<file path="src/rtl/seq_det_pkg.sv">
// seq_det_pkg: shared types, reset defaults and length clamping for seq_detector_param.
`default_nettype none

package seq_det_pkg;

  typedef enum logic [0:0] {
    FILLING = 1'b0,
    ARMED   = 1'b1
  } det_state_e;

  localparam int         DEF_MAX_LEN     = 8;
  localparam int         DEF_RST_LEN     = 2;
  localparam logic [1:0] DEF_RST_PATTERN = 2'b11;

  // A zero length is treated as a single-bit pattern; oversize lengths saturate.
  function automatic int clamp_len(input int len, input int max_len);
    if (len < 1) return 1;
    if (len > max_len) return max_len;
    return len;
  endfunction

endpackage

`default_nettype wire

</file>
<file path="src/rtl/seq_det_sat_counter.sv">
// seq_det_sat_counter: saturating up-counter, synchronous clear has priority over increment.
`default_nettype none

module seq_det_sat_counter #(
  parameter int WIDTH = 16
) (
  input  logic             clk,
  input  logic             reset_n,
  input  logic             clr,
  input  logic             inc,
  output logic [WIDTH-1:0] count
);

  always_ff @(posedge clk or negedge reset_n) begin
    if (!reset_n) begin
      count <= '0;
    end else if (clr) begin
      count <= '0;
    end else if (inc && (count != {WIDTH{1'b1}})) begin
      count <= count + WIDTH'(1);
    end
  end

endmodule

`default_nettype wire

</file>
<file path="src/rtl/seq_detector_param.sv">
// seq_detector_param: runtime-programmable serial pattern detector with overlap control.
// Optional match counter built only when SEQ_DETECTOR_COUNT_EN is defined.
`default_nettype none

module seq_detector_param
  import seq_det_pkg::*;
#(
  parameter int                       MAX_LEN     = DEF_MAX_LEN,
  parameter int                       COUNT_W     = 16,
  parameter logic [MAX_LEN-1:0]       RST_PATTERN = MAX_LEN'(DEF_RST_PATTERN),
  parameter int                       RST_LEN     = DEF_RST_LEN,
  localparam int                      LW          = $clog2(MAX_LEN + 1)
) (
  input  logic               clk,
  input  logic               reset_n,
  input  logic               in_valid,
  input  logic               in_bit,
  input  logic               cfg_load,
  input  logic [MAX_LEN-1:0] cfg_pattern,
  input  logic [LW-1:0]      cfg_len,
  input  logic               cfg_overlap,
  input  logic               count_clr,
  output logic               detected,
  output logic [COUNT_W-1:0] match_count
);

  det_state_e         state, state_next;
  logic [MAX_LEN-1:0] history, pattern;
  logic [LW-1:0]      fill, len;
  logic               overlap;

  logic [MAX_LEN-1:0] hist_next, len_mask;
  logic [LW-1:0]      fill_inc, len_clamped;
  logic               shift_en, bits_equal, match;

  assign shift_en    = in_valid && !cfg_load;
  assign hist_next   = {history[MAX_LEN-2:0], in_bit};
  assign fill_inc    = (fill == LW'(MAX_LEN)) ? fill : fill + LW'(1);
  assign len_mask    = ~({MAX_LEN{1'b1}} << len);
  assign bits_equal  = ((hist_next ^ pattern) & len_mask) == '0;
  assign len_clamped = LW'(clamp_len(int'(cfg_len), MAX_LEN));

  always_ff @(posedge clk or negedge reset_n) begin
    if (!reset_n) state <= FILLING;
    else          state <= state_next;
  end

  always_comb begin
    state_next = state;
    if (cfg_load) begin
      state_next = FILLING;
    end else if (in_valid) begin
      if (match && !overlap)  state_next = FILLING;
      else if (fill_inc >= len) state_next = ARMED;
    end
  end

  // The bit that completes the first window already counts, so FILLING can match on its exit bit.
  always_comb begin
    match = shift_en && bits_equal && ((state == ARMED) || (fill_inc >= len));
  end

  always_ff @(posedge clk or negedge reset_n) begin
    if (!reset_n) begin
      history  <= '0;
      fill     <= '0;
      pattern  <= RST_PATTERN;
      len      <= LW'(RST_LEN);
      overlap  <= 1'b1;
      detected <= 1'b0;
    end else begin
      detected <= match;
      if (cfg_load) begin
        history <= '0;
        fill    <= '0;
        pattern <= cfg_pattern;
        len     <= len_clamped;
        overlap <= cfg_overlap;
      end else if (in_valid) begin
        history <= hist_next;
        fill    <= (match && !overlap) ? '0 : fill_inc;
      end
    end
  end

  logic unused_hist_msb;
  assign unused_hist_msb = history[MAX_LEN-1];

`ifdef SEQ_DETECTOR_COUNT_EN
  if (1) begin : g_counter
    seq_det_sat_counter #(
      .WIDTH (COUNT_W)
    ) u_counter (
      .clk     (clk),
      .reset_n (reset_n),
      .clr     (count_clr),
      .inc     (match),
      .count   (match_count)
    );
  end
`else
  logic unused_count_clr;
  assign unused_count_clr = count_clr;
  assign match_count      = '0;
`endif

endmodule

`default_nettype wire

</file>
<file path="config.mk">
export PLATFORM = sky130hd
export DESIGN_NAME = seq_detector_param
export DESIGN_NICKNAME = d
export VERILOG_FILES = /design/src/rtl/seq_det_pkg.sv /design/src/rtl/seq_det_sat_counter.sv /design/src/rtl/seq_detector_param.sv
export SDC_FILE = /design/constraint.sdc
export NUM_CORES = 1
export LEC_CHECK = 0
export ABC_AREA = 1
export CAP_MARGIN = 20
export CORE_UTILIZATION = 35
export CTS_BUF_LIST = sky130_fd_sc_hd__clkbuf_4 sky130_fd_sc_hd__clkbuf_8
export DETAILED_ROUTE_END_ITERATION = 12
export GPL_ROUTABILITY_DRIVEN = 0
export SYNTH_ARGS = -nofsm -noshare
export SYNTH_HDL_FRONTEND = slang
export SYNTH_HIERARCHICAL = 1
export SYNTH_SLANG_ARGS = --single-unit
</file>
<file path="constraint.sdc">
create_clock -name clk -period 1.7 [get_ports clk]
set_clock_uncertainty 0.05 [all_clocks]
set_input_delay 0.51 -clock clk [delete_from_list [all_inputs] [get_ports clk]]
set_output_delay 0.51 -clock clk [all_outputs]
set_load 0.05 [all_outputs]
</file>
After elaboration in Yosys (flattened, before gate mapping)

Cells that the tools add are included.

Add/subtract/negate cells: 1
$lt $le $gt $ge: 3
Equality and inequality tests: 1
Shift-type cells: 1
Multiplexer cells: 17
Bitwise operators: 3
Reductions and logical operators: 11

Operators by type and width:

| kind                                                | number |
|---|---|
| 2-to-1 mux 4 bit                                    | 7 |
| 2-to-1 mux 7 bit                                    | 2 |
| AND 8 bit                                           | 1 |
| zero test 8 bit                                     | 1 |
| 2-to-1 mux 1 bit                                    | 8 |
| inverter 8 bit                                      | 1 |
| left shift 8 x 4 -> 8 bit (first input constant)    | 1 |
| XOR 8 bit                                           | 1 |
| adder 4 x 1 -> 4 bit (second input constant)        | 1 |
| == test 4 bit (second input constant)               | 1 |
| >= comparator 4 bit                                 | 1 |
| > comparator 4 bit (second input constant)          | 1 |
| logical AND 1 bit                                   | 4 |
| < comparator 4 x 1 -> 1 bit (second input constant) | 1 |
| nonzero test 3 bit                                  | 1 |
| zero test 1 bit                                     | 2 |
| AND reduction 2 bit                                 | 1 |
| nonzero test 2 bit                                  | 1 |
| logical OR 1 bit                                    | 1 |

Flip-flop bits (word level): 26
Bits of input ports: 19

Depth between registers and ports, before layout

Gate-level depths: netlist of the first run.

Word-level depth: 10
Depth in mapped cells: 13

Least setup slack after synthesis of the first run

OpenSTA, ideal clock, no wires.

Path kind: reg-to-reg
From: reg fill[0]
To: reg fill[2]
Arrival: 1.652 ns
Required time: 1.529 ns
Slack: -0.123 ns
Stages on the path, launching flop included: 12
Clock period less this slack: 1.823 ns
Cell sequence: dfrtp_1 -> inv_1 -> ha_1 -> nand3_1 -> xor2_1 -> inv_1 -> ha_1 -> nand3_1 -> nand4_1 -> nand4_2 -> nand2_1 -> nor2_1

Cells in the longest elaborated chain, start to end: 9

Ends and longest elaborated chain:

| item                                                  | RTL line                 | source |
|---|---|---|
| from (decl)                                           | seq_detector_param.sv:29 | `logic [LW-1:0] fill, len;` |
| from (signal assigned)                                | seq_detector_param.sv:81 | `fill <= (match && !overlap) ? '0 : fill_inc;` |
| adder 4 x 1 -> 4 bit or == test 4 bit (tied branches) | seq_detector_param.sv:38 | `assign fill_inc = (fill == LW'(MAX_LEN)) ? fill : fill + LW'(1);` |
| 2-to-1 mux 4 bit *                                    | seq_detector_param.sv:38 |  |
| >= comparator 4 bit                                   | seq_detector_param.sv:60 | `match = shift_en && bits_equal && ((state == ARMED) \|\| (fill_inc >= len));` |
| logical OR 1 bit                                      | seq_detector_param.sv:60 |  |
| logical AND 1 bit                                     | seq_detector_param.sv:60 |  |
| logical AND 1 bit                                     | seq_detector_param.sv:81 |  |
| 2-to-1 mux 4 bit *                                    | seq_detector_param.sv:81 |  |
| 2-to-1 mux 4 bit *                                    | seq_detector_param.sv:79 | `end else if (in_valid) begin` |
| 2-to-1 mux 4 bit *                                    | seq_detector_param.sv:73 | `if (cfg_load) begin` |

Every way passes the cells marked *; elsewhere a longest branch is shown, timed or not. The select of a mux whose other input is x is not followed.
A chain may end at the register's enable or synchronous reset.

Worst setup path in the final report of the first run

From: reg fill[0]
To: reg fill[3]

The elaborated chain is that of the path after synthesis.

==> flow_summary.json, run 1 <==
{
  "die_w_um": 67.93,
  "diodes": 0,
  "ant_nets": 0,
  "fin_crit_sh_pct": 117.4,
  "dieHeight_um": 67.93,
  "syn_inst": 196,
  "first_pass_iters": 4,
  "tritoncts": "built",
  "core_um2": 4086,
  "grtUsageTotal_pct": 15.80,
  "finalSetupViolCount": 6,
  "avgSynthCellArea_um2": 7.763,
  "outcome": "finished, violations left",
  "fill_cells": 387,
  "yosysSeqAreaShare_pct": 43.09,
  "end_kind": "register",
  "crit_type": "register to register",
  "io_pins": 36,
  "crit_path_start": "fill[0]$_DFFE_PN0P_",
  "cts.hold.buffers_added": 0,
  "layout-drive-gt1-share_pct": 31.56,
  "p_total_uw": 1660,
  "vdd_drop_max_mv": 0.4286,
  "place_area_um2": 1871,
  "mostFrequentLayoutCell": "nand2_1",
  "post-dp-hpwl_mm": 2.264,
  "yosys_warnings": 6,
  "drt-wirelength-per-cell_um": 10.66,
  "path_clk_slew_ps": 90,
  "reg2reg_depth": 13,
  "required_ps": 1820,
  "drc_errors": 0,
  "yosysUniqueCellTypes": 23,
  "cts_sinks": 26,
  "root_buffer": "clkbuf_8",
  "placement_rows": 23,
  "grt_max_degree": 27,
  "power_density_nw_per_um2": 777.1,
  "io_buffers": 18,
  "r2r_setup_slack_ps": -300,
  "antenna_found_initial": 0,
  "layout_min_cycle_time_ps": 1996,
  "die_area_um2": 4614,
  "hold_path.class": "register to register",
  "grt_pass1_wl_mm": 5.361,
  "slowest_stage": "dfrtp_2",
  "path_common_cell": "buf_4",
  "setup_ws_ps": -295.8,
  "timing.rr.end": "fill[3]$_DFFE_PN0P_",
  "syn_area_um2": 1521,
  "slew_violations": 0,
  "crit_path_max_incr_delay_ps": 450,
  "worstPathArrival_ps": 2120,
  "drt_iter0_drc": 39,
  "fin_util_pct": 52.27,
  "initial_core_util_pct": 37.23,
  "vias": 1290,
  "leakage_uw": 0.001050,
  "fmax_ghz": 0.5010,
  "startpoint_type": "register",
  "rsz0062_at_grt": "true",
  "num-nets-final": 270,
  "routed_wl_mm": 3.135,
  "worstSkewPairLatency_ps": 270,
  "post-place-ws_ps": -281.5,
  "drv_cap": 0,
  "synthToLayoutAreaGrowth_pct": 40.38,
  "design_area_um2": 2136,
  "synth-seq-cells": 26,
  "grt-ovfl-total": 0,
  "grt_pass1_vias": 1241,
  "hold_violations": 0,
  "cts_inserted_buffers": 3,
  "layout_common_cells": "52 x nand2_1, 25 x buf_4, 24 x inv_1, 21 x dfrtp_1, 17 x clkdlybuf4s50_1",
  "reg2reg_from": "fill[0]$_DFFE_PN0P_",
  "crit_chain": "buf_6 > nand3_4 > xor2_2 > inv_2 > buf_6 > buf_4 > buf_4 > buf_4 > buf_4 > buf_4 > buf_4 > nand3_1 > nand2_1",
  "ctsLongestPathBuffers": 2,
  "violations": "setup timing",
  "htree_levels": 1,
  "crit_path_max_fanout": 4,
  "critPathCapture": "fill[3]$_DFFE_PN0P_",
  "via_per_inst": 4.388
}
[per-layer routing]
layer / wire length [um] / vias to the layer above / global-route usage, %
met5: 0 / - / 0
met4: 59 / 0 / 7.031
met3: 82 / 6 / 1.500
met2: 1417 / 30 / 25.25
met1: 1576 / 577 / 21.46
li1: - / 677 / -
[state kept, by name (all words and copies together) (netlist names)]
register / cells
state: 1
overlap: 1
history: 7
len: 4
pattern: 8
detected: 1
fill: 4
[synth_stat cells, drive strengths merged]
cell	n	area, um2
conb	1	3.750
buf	18	130.1
nand2	56	212.7
nand4	2	18.77
and3	1	6.260
nor2	10	60.06
dfstp	4	105.1
o21ai	13	65.06
a21oi	3	15.01
inv	35	131.4
dfrtp	22	550.5
ha	6	75.07
nand3	13	65.06
o22ai	9	56.30
xor2	2	17.52
xnor2	1	8.760
[cells by family (layout without fill, tap and decap cells)]
kind of cell / after synthesis / count (layout) / synth area share [%]
and+or+nand+nor: 82 / 82 / 23.85
buffers and inverters: 53 / 86 / 17.19
DFF: 26 / 26 / 43.09
AOI/OAI and AO/OA: 25 / 25 / 8.963
adders and majority gates: 6 / 6 / 4.934
xor gates and xnor gates: 3 / 3 / 1.727
other: 1 / 16 / 0.2465
[report_power, final]
group	internal [uW]	total, uW	switching [uW]
registers	664	698	33.5
logic	181	445	264
clock network	315	517	202
total	1160	1660	500
[through the flow]
step,cells,TNS (ps),hold WS [ps]
2_1_floorplan,211,-248.1,164.4
3_3_place_gp,281,-2401,432.3
3_5_place_dp,281,-2369,439.5
4_1_cts,294,-1688,456.7
5_1_grt,294,-2017,497.2
6_report,294,-1520,448.6
[area by class of cell]
cell class	count	area [um2]	area share, %
clock inverter	1	30.03	1.406
timing repair buffer	47	431.7	20.21
inverter	35	131.4	6.151
sequential	26	656.9	30.76
tap	50	62.56	2.929
clock buffer	3	41.29	1.933
multi-input combinational	132	782.0	36.61
[worst max-delay path, delay by kind of cell, from the launching register on]
family	cells	cell delay, ps
flip-flops	1	450
XOR/XNOR	1	160
buffers and inverters	9	1040
AND/OR/NAND/NOR	3	190
[how the worst min path moves through the flow]
stage / slack, ps / startpoint / end / depth (start not counted)
detailed placement: 440 / pattern[0]$_DFFE_PN1P_ / pattern[0]$_DFFE_PN1P_ / 2
CTS: 460 / pattern[0]$_DFFE_PN1P_ / pattern[0]$_DFFE_PN1P_ / 2
floorplan: 160 / reset_n / detected$_DFF_PN0_ / 0
global route: 500 / pattern[0]$_DFFE_PN1P_ / pattern[0]$_DFFE_PN1P_ / 2
finish: 450 / pattern[0]$_DFFE_PN1P_ / pattern[0]$_DFFE_PN1P_ / 2
global placement: 430 / pattern[0]$_DFFE_PN1P_ / pattern[0]$_DFFE_PN1P_ / 2
[repair_timing]
item / in CTS / in global routing
buffers inserted: 9 / 0
setup endpoints to repair: 6 / 6
pin swaps: 9 / 11
resized for setup: 10 / 19
No activity file was read; power rests on OpenSTA's default activity.
==> run 2: changes to the inputs <==
PLACE_DENSITY = 0.65   (was default)
==> flow_summary.json, run 2 (synthesis results as in run 1) <==
{
  "crit_chain": "inv_1 > ha_2 > ha_1 > inv_1 > o21ai_2 > nand2_1 > nand4_1 > nand4_4 > nand3_2 > nand2_1",
  "grt-ovfl-total": 0,
  "ctsLongestPathBuffers": 2,
  "die_area_um2": 4614,
  "largest_register_ffs": 8,
  "placement_rows": 23,
  "rsz0062_at_grt": "true",
  "top_register": "pattern",
  "grt_pass1_wl_mm": 4.836,
  "layout_common_cells": "54 x nand2_1, 27 x inv_1, 22 x dfrtp_1, 17 x clkdlybuf4s50_1, 16 x conb_1",
  "routed_wl_mm": 2.857,
  "grt_max_degree": 27,
  "layout-drive-gt1-share_pct": 23.04,
  "required_ps": 1830,
  "worstSkewPairLatency_ps": 280,
  "leakage_uw": 0.0009756,
  "slew_violations": 0,
  "vdd_drop_max_mv": 0.3765,
  "setup_ws_ps": -234.7,
  "tritoncts": "built",
  "crit_path_max_incr_delay_ps": 420,
  "grt_pass1_vias": 1081,
  "io_buffers": 18,
  "num-nets-final": 256,
  "slowest_stage": "dfrtp_1",
  "ant_nets": 0,
  "root_buffer": "clkbuf_8",
  "hp-start": "pattern[0]$_DFFE_PN1P_",
  "reg2reg_depth": 10,
  "initial_core_util_pct": 37.23,
  "whs_ps": 449.4,
  "cts_sinks": 26,
  "path_clk_slew_ps": 100,
  "hold_violations": 0,
  "r2r_setup_slack_ps": -230,
  "finalSetupViolCount": 6,
  "crit_type": "register to register",
  "htree_levels": 1,
  "first_pass_iters": 4,
  "mostFrequentLayoutCell": "nand2_1",
  "hold_depth": 2,
  "via_per_inst": 4.304,
  "vias": 1205,
  "layout_min_cycle_time_ps": 1935,
  "drv_cap": 0,
  "fill_cells": 416,
  "crit_path_max_fanout": 4,
  "cts_inserted_buffers": 3,
  "die_w_um": 67.93,
  "drc_errors": 0,
  "diodes": 0,
  "antenna_found_initial": 0,
  "grtUsageTotal_pct": 14.41,
  "fmax_ghz": 0.5169,
  "drt-wirelength-per-cell_um": 10.20,
  "place_inst": 276,
  "top_regs": "pattern: 8 flops, history: 7 flops",
  "post-place-ws_ps": -257.5,
  "reg2reg_from": "fill[1]$_DFFE_PN0P_",
  "startpoint_type": "register",
  "post-dp-hpwl_mm": 2.219,
  "timing.rr.end": "fill[3]$_DFFE_PN0P_",
  "dieHeight_um": 67.93,
  "worstPathArrival_ps": 2060,
  "power_density_nw_per_um2": 822.1,
  "end_kind": "register",
  "io_pins": 36,
  "fin_crit_sh_pct": 113.8,
  "fin_cells": 280,
  "holdPathEnd": "pattern[0]$_DFFE_PN1P_",
  "synthToLayoutAreaGrowth_pct": 29.19,
  "cts.hold.buffers_added": 0,
  "hold_path.class": "register to register",
  "core_um2": 4086,
  "violations": "setup timing",
  "drt_iter0_drc": 43,
  "outcome": "finished, violations left"
}
-- run 2: power by group --
part / total [uW] / leakage (uW) / switching (uW) / internal [uW]
clock: 531 / 0.0000357 / 215 / 316
sequential: 694 / 0.000330 / 30.0 / 664
combinational: 391 / 0.000610 / 244 / 147
total: 1620 / 0.000976 / 489 / 1130
-- run 2: cell type report --
type	count	area, um2	area share (%)
clock buffers	3	41.29	2.101
clock inverters	1	30.03	1.528
multi-input cells	132	729.5	37.11
well taps	50	62.56	3.183
flip-flops and latches	26	655.6	33.35
repair buffers	33	315.3	16.04
inverters	35	131.4	6.684
-- run 2: through the flow --
| step | instance area, um2 | total power (uW) | utilization, % | TNS, ps |
|---|---|---|---|---|
| 2_1_floorplan | 1585 | 969.8 | - | -248.1 |
| 6_report | 1966 | 1616 | 48.10 | -1252 |
| 3_5_place_dp | 1833 | 1073 | 44.86 | -2627 |
| 5_1_grt | 1966 | 1710 | 48.10 | -2151 |
| 3_3_place_gp | 1833 | 1066 | 44.86 | -2435 |
| 4_1_cts | 1928 | 1616 | 47.18 | -1271 |
-- run 2: repair_timing --
item                                   4_1_cts  5_1_grt
pin swaps                                    2        6
endpoints found under the hold margin        0        0
resized for setup                            5        9
buffers inserted                             0        0
setup endpoints to repair                    6        6
-- run 2: per-layer routing --
metal	vias to the layer above	wire length, um	GRT usage [%]	share of wire (%)
li1	649	-	-	-
met1	520	1431	19.75	50
met3	5	114	2.500	4.0
met4	0	55	6.250	1.9
met5	-	0	0	0
met2	31	1256	22.06	44
-- run 2: worst max-delay path by stage --
stage / from / endpoint / slack [ps] / depth (start not counted)
after floorplan: fill[0]$_DFFE_PN0P_ / fill[0]$_DFFE_PN0P_ / -60 / 12
after global placement: fill[1]$_DFFE_PN0P_ / state$_DFFE_PN0P_ / -230 / 12
after detailed placement: fill[1]$_DFFE_PN0P_ / fill[2]$_DFFE_PN0P_ / -260 / 12
after CTS: fill[1]$_DFFE_PN0P_ / state$_DFFE_PN0P_ / -240 / 12
after global routing: fill[0]$_DFFE_PN0P_ / fill[3]$_DFFE_PN0P_ / -390 / 12
final: fill[1]$_DFFE_PN0P_ / fill[3]$_DFFE_PN0P_ / -230 / 10
-- run 2: worst max-delay path, delay by kind of cell, from the launching register on --
family,cells,cell delay (ps)
and+or+nand+nor,5,530
adders and majority gates,2,590
AOI/OAI and AO/OA,1,120
buffers and inverters,2,120
DFF,1,420
==> run 3: changes to the inputs <==
REMOVE_ABC_BUFFERS = 1   (was default)
==> flow_summary.json, run 3 (synthesis results as in run 1) <==
{
  "leakage_uw": 0.001018,
  "largest_register_ffs": 8,
  "core_um2": 4086,
  "vdd_drop_max_mv": 0.2944,
  "die_w_um": 67.93,
  "drt-wirelength-per-cell_um": 11.00,
  "via_per_inst": 4.498,
  "layout-drive-gt1-share_pct": 27.85,
  "synthToLayoutAreaGrowth_pct": 35.44,
  "vias": 1291,
  "outcome": "finished, violations left",
  "worstPathArrival_ps": 2130,
  "ant_nets": 0,
  "post-dp-hpwl_mm": 2.153,
  "drt_iter0_drc": 59,
  "htree_levels": 1,
  "first_pass_iters": 4,
  "layout_min_cycle_time_ps": 2008,
  "slew_violations": 0,
  "mostFrequentLayoutCell": "nand2_1",
  "die_area_um2": 4614,
  "drv_cap": 0,
  "whs_ps": 449.0,
  "cts_sinks": 26,
  "io_pins": 36,
  "initial_core_util_pct": 37.23,
  "startpoint_type": "register",
  "hold_violations": 0,
  "drc_errors": 0,
  "tritoncts": "built",
  "finalSetupViolCount": 6,
  "root_buffer": "clkbuf_8",
  "fin_crit_sh_pct": 118.1,
  "ctsLongestPathBuffers": 2,
  "p_total_uw": 1634,
  "setup_ws_ps": -307.7,
  "grt_pass1_vias": 1255,
  "placement_rows": 23,
  "grt-ovfl-total": 0,
  "diodes": 0,
  "crit_type": "register to register",
  "dieHeight_um": 67.93,
  "power_density_nw_per_um2": 792.8,
  "end_kind": "register",
  "fmax_ghz": 0.4981,
  "layout_common_cells": "52 x nand2_1, 25 x inv_1, 22 x dfrtp_1, 19 x buf_4, 17 x clkdlybuf4s50_1",
  "place_area_um2": 1818,
  "cts.hold.buffers_added": 0,
  "grt_pass1_wl_mm": 5.382,
  "design_area_um2": 2061,
  "path_clk_slew_ps": 90,
  "top_regs": "pattern: 8 flops, history: 7 flops",
  "required_ps": 1820,
  "hold_path.class": "register to register",
  "io_buffers": 18,
  "cts_inserted_buffers": 3,
  "violations": "setup timing",
  "grtUsageTotal_pct": 15.47,
  "top_register": "pattern",
  "crit_path_max_fanout": 4,
  "num-nets-final": 263,
  "antenna_found_initial": 0,
  "rsz0062_at_grt": "true",
  "worstSkewPairLatency_ps": 280,
  "routed_wl_mm": 3.156,
  "grt_max_degree": 27
}
run 3: cell count changes in the layout (fill, tap and decap cells not counted), moves of 2 or more:
cell,previous run,this run
buf_4,14,19
buf_6,0,2
ha_4,1,3
inv_1,27,25
inv_2,8,10
nand2_1,54,52
nand2_2,2,4
nand3_1,8,6
nand3_2,5,7
run 3: worst paths after layout:
kind	from	end	slack, ps	depth (start not counted)
min	pattern[1]$_DFFE_PN1P_	pattern[1]$_DFFE_PN1P_	450	2
max in group asynchronous	reset_n	len[1]$_DFFE_PN1P_	840	2
max	fill[0]$_DFFE_PN0P_	fill[0]$_DFFE_PN0P_	-310	12
min reg2reg	pattern[1]$_DFFE_PN1P_	pattern[1]$_DFFE_PN1P_	450	2
max reg2reg	fill[0]$_DFFE_PN0P_	fill[0]$_DFFE_PN0P_	-310	12
min in group asynchronous	reset_n	fill[3]$_DFFE_PN0P_	530	2
run 3: where the power goes:
| group | switching (uW) | total, uW | internal [uW] |
|---|---|---|---|
| sequential | 30.5 | 694 | 664 |
| clock | 205 | 520 | 315 |
| combinational | 257 | 419 | 162 |
run 3: metrics by stage:
| stage | cells | worst slack, ps | TNS (ps) | utilization (%) |
|---|---|---|---|---|
| 2_1_floorplan | 193 | -122.9 | -649.4 | - |
| 3_3_place_gp | 275 | -266.8 | -2969 | 44.49 |
| 5_1_grt | 287 | -429.3 | -2352 | 50.43 |
| 3_5_place_dp | 275 | -272.2 | -3174 | 44.49 |
| 6_report | 287 | -307.7 | -1561 | 50.43 |
| 4_1_cts | 286 | -278.2 | -1385 | 48.84 |
run 3: area by class of cell:
class | count | area, um2
Fill cell | 388 | 2026
Timing Repair Buffer | 40 | 375.4
Clock buffer | 3 | 41.29
Tap cell | 50 | 62.56
Sequential cell | 26 | 655.6
Inverter | 35 | 131.4
Multi-Input combinational cell | 132 | 764.5
Clock inverter | 1 | 30.03
run 3: layer usage:
metal	global-route usage, %	wire, um
met1	20.95	1510
met2	25.49	1481
met3	1.500	109
met4	5.469	55
met5	0	0
run 3: what timing repair did:
item / in CTS / in global routing
setup endpoints to repair: 6 / 7
pin swaps: 8 / 6
setup buffers: 7 / 1
gates resized for setup: 12 / 14
run 3: worst max-delay path, cell delays in order, from the launching register on:
cell	delay, ps
dfrtp_1	420
buf_6	150
nand3_2	70
xor2_1	170
inv_1	100
ha_4	270
nand2_2	40
inv_2	50
nand3_2	50
nand4_1	170
nand4_4	170
nand3_2	120
nand2_2	60
